<file path="src/rtl/tile_ram_arbiter_if.sv">
// Tile RAM arbiter bus: video fetch, CPU request and RAM-side signals.
// slave = arbiter side, master = clients plus RAM.
interface tile_ram_arbiter_if #(
    parameter int ADDR_W = 8,
    parameter int DATA_W = 4
);
    logic              vid_req;
    logic [ADDR_W-1:0] vid_addr;
    logic [DATA_W-1:0] vid_data;
    logic              vid_valid;

    logic              cpu_req;
    logic              cpu_we;
    logic [ADDR_W-1:0] cpu_addr;
    logic [DATA_W-1:0] cpu_wdata;
    logic              cpu_busy;
    logic              cpu_ack;
    logic [DATA_W-1:0] cpu_rdata;
    logic              cpu_err;

    logic [ADDR_W-1:0] ram_addr;
    logic              ram_we;
    logic [DATA_W-1:0] ram_wdata;
    logic [DATA_W-1:0] ram_rdata;

    modport slave (
        input  vid_req, vid_addr,
        output vid_data, vid_valid,
        input  cpu_req, cpu_we, cpu_addr, cpu_wdata,
        output cpu_busy, cpu_ack, cpu_rdata, cpu_err,
        output ram_addr, ram_we, ram_wdata,
        input  ram_rdata
    );

    modport master (
        output vid_req, vid_addr,
        input  vid_data, vid_valid,
        output cpu_req, cpu_we, cpu_addr, cpu_wdata,
        input  cpu_busy, cpu_ack, cpu_rdata, cpu_err,
        input  ram_addr, ram_we, ram_wdata,
        output ram_rdata
    );
endinterface

</file>
<file path="src/rtl/tile_ram_arbiter.sv">
// Tile RAM arbiter: video fetch has absolute priority, CPU ops fill idle slots.
// Optional CPU wait timeout enabled by defining TILE_ARB_TIMEOUT_EN.
module tile_ram_arbiter #(
    parameter int ADDR_W   = 8,
    parameter int DATA_W   = 4,
    parameter int MAX_WAIT = 1023
) (
    input logic clk,
    input logic rst,
    tile_ram_arbiter_if.slave bus
);
    typedef enum logic [1:0] {
        IDLE,
        PEND,
        RD_WAIT,
        ACK
    } state_t;

    state_t state, state_nx;

    logic              lat_we;
    logic [ADDR_W-1:0] lat_addr;
    logic [DATA_W-1:0] lat_wdata;
    logic [1:0]        vpipe;
    logic              accept;
    logic              issue;

    logic [DATA_W-1:0] vid_data_q;
    logic              vid_valid_q;
    logic              busy_q;
    logic              ack_q;
    logic [DATA_W-1:0] rdata_q;
    logic              err_q;
    logic [ADDR_W-1:0] ram_addr_q;
    logic              ram_we_q;
    logic [DATA_W-1:0] ram_wdata_q;

`ifdef TILE_ARB_TIMEOUT_EN
    logic [9:0] wait_cnt;
    logic       timeout;
`endif

    always_comb begin
        state_nx = state;
        accept   = 1'b0;
        issue    = 1'b0;
`ifdef TILE_ARB_TIMEOUT_EN
        timeout  = 1'b0;
`endif
        unique case (state)
            IDLE: begin
                if (bus.cpu_req) begin
                    accept   = 1'b1;
                    state_nx = PEND;
                end
            end
            PEND: begin
                if (!bus.vid_req) begin
                    issue    = 1'b1;
                    state_nx = lat_we ? ACK : RD_WAIT;
                end
`ifdef TILE_ARB_TIMEOUT_EN
                else if (wait_cnt == 10'(MAX_WAIT - 1)) begin
                    timeout  = 1'b1;
                    state_nx = IDLE;
                end
`endif
            end
            RD_WAIT: state_nx = ACK;
            ACK:     state_nx = IDLE;
            default: state_nx = IDLE;
        endcase
    end

    always_ff @(posedge clk or negedge rst) begin
        if (!rst) begin
            state       <= IDLE;
            vpipe       <= '0;
            lat_we      <= 1'b0;
            lat_addr    <= '0;
            lat_wdata   <= '0;
            vid_data_q  <= '0;
            vid_valid_q <= 1'b0;
            busy_q      <= 1'b0;
            ack_q       <= 1'b0;
            rdata_q     <= '0;
            err_q       <= 1'b0;
            ram_addr_q  <= '0;
            ram_we_q    <= 1'b0;
            ram_wdata_q <= '0;
        end else begin
            state       <= state_nx;
            vpipe       <= {vpipe[0], bus.vid_req};
            vid_valid_q <= vpipe[1];
            if (vpipe[1])
                vid_data_q <= bus.ram_rdata;

            ram_we_q <= 1'b0;
            if (bus.vid_req) begin
                ram_addr_q <= bus.vid_addr;
            end else if (issue) begin
                ram_addr_q  <= lat_addr;
                ram_we_q    <= lat_we;
                ram_wdata_q <= lat_wdata;
            end

            if (accept) begin
                lat_we    <= bus.cpu_we;
                lat_addr  <= bus.cpu_addr;
                lat_wdata <= bus.cpu_wdata;
                busy_q    <= 1'b1;
            end

            ack_q <= 1'b0;
            err_q <= 1'b0;
            // Read data from the RAM lands while in ACK, so capture it with the ack.
            if (state == ACK) begin
                ack_q  <= 1'b1;
                busy_q <= 1'b0;
                if (!lat_we)
                    rdata_q <= bus.ram_rdata;
            end
`ifdef TILE_ARB_TIMEOUT_EN
            if (timeout) begin
                err_q  <= 1'b1;
                busy_q <= 1'b0;
            end
`endif
        end
    end

`ifdef TILE_ARB_TIMEOUT_EN
    always_ff @(posedge clk or negedge rst) begin
        if (!rst)
            wait_cnt <= '0;
        else if (accept)
            wait_cnt <= '0;
        else if (state == PEND)
            wait_cnt <= wait_cnt + 10'd1;
    end
`endif

    assign bus.vid_data  = vid_data_q;
    assign bus.vid_valid = vid_valid_q;
    assign bus.cpu_busy  = busy_q;
    assign bus.cpu_ack   = ack_q;
    assign bus.cpu_rdata = rdata_q;
    assign bus.cpu_err   = err_q;
    assign bus.ram_addr  = ram_addr_q;
    assign bus.ram_we    = ram_we_q;
    assign bus.ram_wdata = ram_wdata_q;
endmodule
</file>
<file path="src/flat_wrapper.sv">
// flat-port wrapper written by rule: the top's interface ports become plain ports
module tile_ram_arbiter_flat 
#(
    parameter int ADDR_W   = 8,
    parameter int DATA_W   = 4,
    parameter int MAX_WAIT = 1023
)
  (clk, rst, bus_vid_req, bus_vid_addr, bus_vid_data, bus_vid_valid, bus_cpu_req, bus_cpu_we, bus_cpu_addr, bus_cpu_wdata, bus_cpu_busy, bus_cpu_ack, bus_cpu_rdata, bus_cpu_err, bus_ram_addr, bus_ram_we, bus_ram_wdata, bus_ram_rdata);
  tile_ram_arbiter_if #(.ADDR_W(ADDR_W), .DATA_W(DATA_W)) bus_i ();
  input logic clk;
  input logic rst;
  input wire logic [$bits(bus_i.vid_req)-1:0] bus_vid_req;
  input wire logic [$bits(bus_i.vid_addr)-1:0] bus_vid_addr;
  output wire logic [$bits(bus_i.vid_data)-1:0] bus_vid_data;
  output wire logic [$bits(bus_i.vid_valid)-1:0] bus_vid_valid;
  input wire logic [$bits(bus_i.cpu_req)-1:0] bus_cpu_req;
  input wire logic [$bits(bus_i.cpu_we)-1:0] bus_cpu_we;
  input wire logic [$bits(bus_i.cpu_addr)-1:0] bus_cpu_addr;
  input wire logic [$bits(bus_i.cpu_wdata)-1:0] bus_cpu_wdata;
  output wire logic [$bits(bus_i.cpu_busy)-1:0] bus_cpu_busy;
  output wire logic [$bits(bus_i.cpu_ack)-1:0] bus_cpu_ack;
  output wire logic [$bits(bus_i.cpu_rdata)-1:0] bus_cpu_rdata;
  output wire logic [$bits(bus_i.cpu_err)-1:0] bus_cpu_err;
  output wire logic [$bits(bus_i.ram_addr)-1:0] bus_ram_addr;
  output wire logic [$bits(bus_i.ram_we)-1:0] bus_ram_we;
  output wire logic [$bits(bus_i.ram_wdata)-1:0] bus_ram_wdata;
  input wire logic [$bits(bus_i.ram_rdata)-1:0] bus_ram_rdata;
  assign bus_i.vid_req = bus_vid_req;
  assign bus_i.vid_addr = bus_vid_addr;
  assign bus_vid_data = bus_i.vid_data;
  assign bus_vid_valid = bus_i.vid_valid;
  assign bus_i.cpu_req = bus_cpu_req;
  assign bus_i.cpu_we = bus_cpu_we;
  assign bus_i.cpu_addr = bus_cpu_addr;
  assign bus_i.cpu_wdata = bus_cpu_wdata;
  assign bus_cpu_busy = bus_i.cpu_busy;
  assign bus_cpu_ack = bus_i.cpu_ack;
  assign bus_cpu_rdata = bus_i.cpu_rdata;
  assign bus_cpu_err = bus_i.cpu_err;
  assign bus_ram_addr = bus_i.ram_addr;
  assign bus_ram_we = bus_i.ram_we;
  assign bus_ram_wdata = bus_i.ram_wdata;
  assign bus_i.ram_rdata = bus_ram_rdata;
  tile_ram_arbiter #(.ADDR_W(ADDR_W), .DATA_W(DATA_W), .MAX_WAIT(MAX_WAIT)) u_core (.clk(clk), .rst(rst), .bus(bus_i));
endmodule
</file>
<file path="config.mk">
export PLATFORM = sky130hd
export DESIGN_NAME = tile_ram_arbiter_flat
export DESIGN_NICKNAME = d
export VERILOG_FILES = /design/src/rtl/tile_ram_arbiter_if.sv /design/src/rtl/tile_ram_arbiter.sv /design/src/flat_wrapper.sv
export SDC_FILE = /design/constraint.sdc
export NUM_CORES = 1
export LEC_CHECK = 0
export ABC_AREA = 1
export CORE_MARGIN = 2
export CORE_UTILIZATION = 49
export DETAILED_ROUTE_END_ITERATION = 8
export PLACE_DENSITY = 0.87
export SLEW_MARGIN = 30
export SYNTH_ARGS = -nofsm -noshare
export SYNTH_HDL_FRONTEND = slang
export SYNTH_SLANG_ARGS = --single-unit
</file>
<file path="constraint.sdc">
create_clock -name clk -period 2.3 [get_ports clk]
set_input_delay 0.345 -clock clk [delete_from_list [all_inputs] [get_ports clk]]
set_output_delay 0.345 -clock clk [all_outputs]
set_load 0.01 [all_outputs]
</file>
==> run_results.csv <==
group,metric,value,unit
flow_run,cap_viol_max_count,0,
sta,slew_viol_final,0,
power,power,2.66,mW
finish,instances_no_fill,285,
floorplan,initial_utilization,50.7,%
synth,yosysTopAreaCellShare,60.7,%
power,leakage,1.15,nW
sta,hold_ws,392,ps
global_route,grt_pass1_wl,5980,µm
global_route,grt_max_degree,42,
clock_network,htreeDepth,2,
route,ant_nets,0,
synth,synth.area.top_cells,"dfrtp_1, nand2_1, nand3_1",
floorplan,dieHeight,62.8,µm
global_route,antenna_found_initial,0,
finish,fillers,253,
sta,max_clock_freq,600,MHz
sta,final.period_utilization,72.5,%
synth,synth_common_cells,"nand2_1, dfrtp_1, nand3_1",
clock_network,cts_buffers,5,
sta,rsz0062_at_grt,"false",
floorplan,core,3340,µm²
finish,fin_area,2340,µm²
clock_network,clk_latency,350,ps
sta,worstMarginPinSlew,669,ps
route,wl_per_cell,12.7,µm
synth,yosysWarnings,0,
placement,place_inst,276,
synth,postSynthAreaPerCell,9.29,µm²
route,drc,0,
synth,syn_inst,182,
route,vias,1378,
sta,setup_tns,0,ps
synth,synthArstFlopShare,100,%
finish,num_antenna_cells,0,
run_status,status,"completed",
synth,synth_edf_count,0,
synth,ys.flop_type,"dfrtp_1",
synth,synth_nets,215,
worst_setup_path,worst-path-max-fanout,18,
floorplan,core.rowCount,21,
clock_network,postCtsSetupBuffers,0,
synth,yosys.cell_types.count,21,
placement,placement.io_buffers,52,
floorplan,die_w,62.8,µm
sta,final-hold-violation-count,0,
global_route,grtUsageTotal,19.8,%
power,power_density,1140,nW/µm²
worst_setup_path,path_class,"reg -> reg",
sta,setup_viol,0,
sta,slew_headroom,55.2,%
finish,final_nets,271,
placement,hpwl,2590,µm
finish,drive_above_1_share,7.53,%
worst_setup_path,critPathMaxStageDelay,440,ps
route,initialDrtViolationCount,122,
worst_setup_path,cp_slowest_cell,"ha_1",
floorplan,die-area,3940,µm²
floorplan,ioPinCount,54,
synth,synth_most_common_cell,"nand2_1",
synth,synth_area,1690,µm²
worst_setup_path,critPathArrivalTime,1910,ps
worst_setup_path,rrSetupSlack,630,ps
finish,regArea,1030,µm²
worst_setup_path,cp-start-kind,"register",
synth,yosys.area.top_type,"dfrtp_1",
clock_network,clock-root-buffer,"clkbuf_4",
worst_setup_path,required,2540,ps
clock_network,clock_path_buffers,2,
sta,fin_crit,1670,ps
route,dr.pass1.iters,4,
route,via_per_inst,4.84,
synth,ys_ff_latch,41,
placement,postPlaceCellArea,2240,µm²
global_route,grt_overflow,0,
sta,clock_skew,8.40,ps
route,drt-total-wl,3610,µm
global_route,grt_pass1_vias,1323,
finish,multi_input_area,569,µm²
clock_network,clkSlewWorstSetupHoldPaths,120,ps
placement,place_congestion,0.799,
finish,area_growth,38.3,%
synth,seq_area_frac_synth,60.7,%
worst_setup_path,path_cells,"inv_1 > ha_1 > nand2_2 > nor2_1 > a21oi_1",
power,ir_worst_vdd,0.533,mV
hold_path,hold_path.class,"reg -> reg",
clock_network,cts.sinks,41,
worst_setup_path,end_kind,"register",
clock_network,cts_tree,"yes",
where the power goes:
group	total [mW]	switching [mW]	internal, mW	leakage [nW]
Sequential	1.14	0.152	0.989	0.496
Clock	0.490	0.232	0.258	0.0445
Combinational	1.03	0.542	0.491	0.609
Total	2.66	0.926	1.74	1.15
flip-flops by register name, summed over array words and instances, names as in the netlist:
name and cells:
u_core.bus.ram_wdata 4, u_core.lat_addr 8, u_core.bus.cpu_ack 1, u_core.lat_we 1, u_core.bus.cpu_busy 1, u_core.state 2, u_core.vpipe 2, u_core.bus.ram_addr 8
u_core.bus.vid_data 4, u_core.bus.vid_valid 1, u_core.bus.cpu_rdata 4, u_core.lat_wdata 4, u_core.bus.ram_we 1
metrics by stage:
step / util, % / setup WS, ps
global route: 70.1 / 465
CTS: 69.7 / 644
floorplan: - / 1050
detailed placement: 67.1 / 517
global placement: 67.1 / 542
finish: 70.1 / 633
layout make-up:
| type | count | area share (%) |
|---|---|---|
| Tap cell | 46 | 2.46 |
| Timing Repair Buffer | 54 | 22.9 |
| Clock buffer | 6 | 2.19 |
| Inverter | 16 | 2.67 |
| Clock inverter | 2 | 1.60 |
| Multi-Input combinational cell | 120 | 24.3 |
| Sequential cell | 41 | 43.9 |
cells in the final DEF (no fill, tap or decap):
cell type        count
nand2_1             69
clkdlybuf4s50_1     51
dfrtp_1             41
nand3_1             21
inv_1               13
nor2_1               8
a21oi_1              6
clkbuf_4             5
ha_1                 4
o21ai_0              3
o21ai_2              3
buf_4                2
inv_2                1
nor2_8               1
inv_4                1
nor2_4               1
clkinv_1             1
o21bai_1             1
nand2_2              1
o21ai_1              1
conb_1               1
clkbuf_8             1
bufinv_16            1
clkinvlp_4           1
dlygate4sd3_1        1
cell families after synthesis:
| group | Yosys count | synth area share (%) |
|---|---|---|
| AND/OR/NAND/NOR | 101 | 25.5 |
| flip-flops | 41 | 60.7 |
| buffers and inverters | 21 | 5.70 |
| AO/OA/AOI/OAI | 14 | 4.96 |
| adder cells (fa/ha/maj) | 4 | 2.96 |
| other | 1 | 0.222 |
per-layer routing:
layer / vias to the layer above / GRT usage, % / part of all wire, %
li1: 679 / - / -
met1: 653 / 23.4 / 40
met2: 37 / 33.7 / 52
met3: 9 / 4.50 / 5.0
met4: 0 / 10.3 / 2.6
met5: - / 0 / 0
timing repair:
item                                   CTS  global route
endpoints found under the hold margin    0            41
hold buffers                             0             1
resized for setup                        0             0
worst max-delay path, delay by kind of cell, from the launching register on:
kind,cells,cell delay [ps]
DFF,1,420
adders and majority gates,1,440
AOI/OAI and AO/OA,1,60
and+or+nand+nor,2,500
buffers and inverters,1,130
final timing paths:
kind	startpoint	end	cells past startpoint
hold / removal	u_core.vpipe[0]$_DFF_PN0_	u_core.vpipe[1]$_DFF_PN0_	0
setup reg to reg	u_core.state[1]$_DFFE_PN0P_	u_core.lat_wdata[2]$_DFFE_PN0P_	5
setup / recovery	u_core.state[1]$_DFFE_PN0P_	u_core.lat_wdata[2]$_DFFE_PN0P_	5
max in group asynchronous	rst	u_core.bus.ram_addr[7]$_DFFE_PN0P_	2
hold reg to reg	u_core.vpipe[0]$_DFF_PN0_	u_core.vpipe[1]$_DFF_PN0_	0
min in group asynchronous	rst	u_core.bus.vid_data[2]$_DFFE_PN0P_	2
Power figures use the tool's default switching activity.
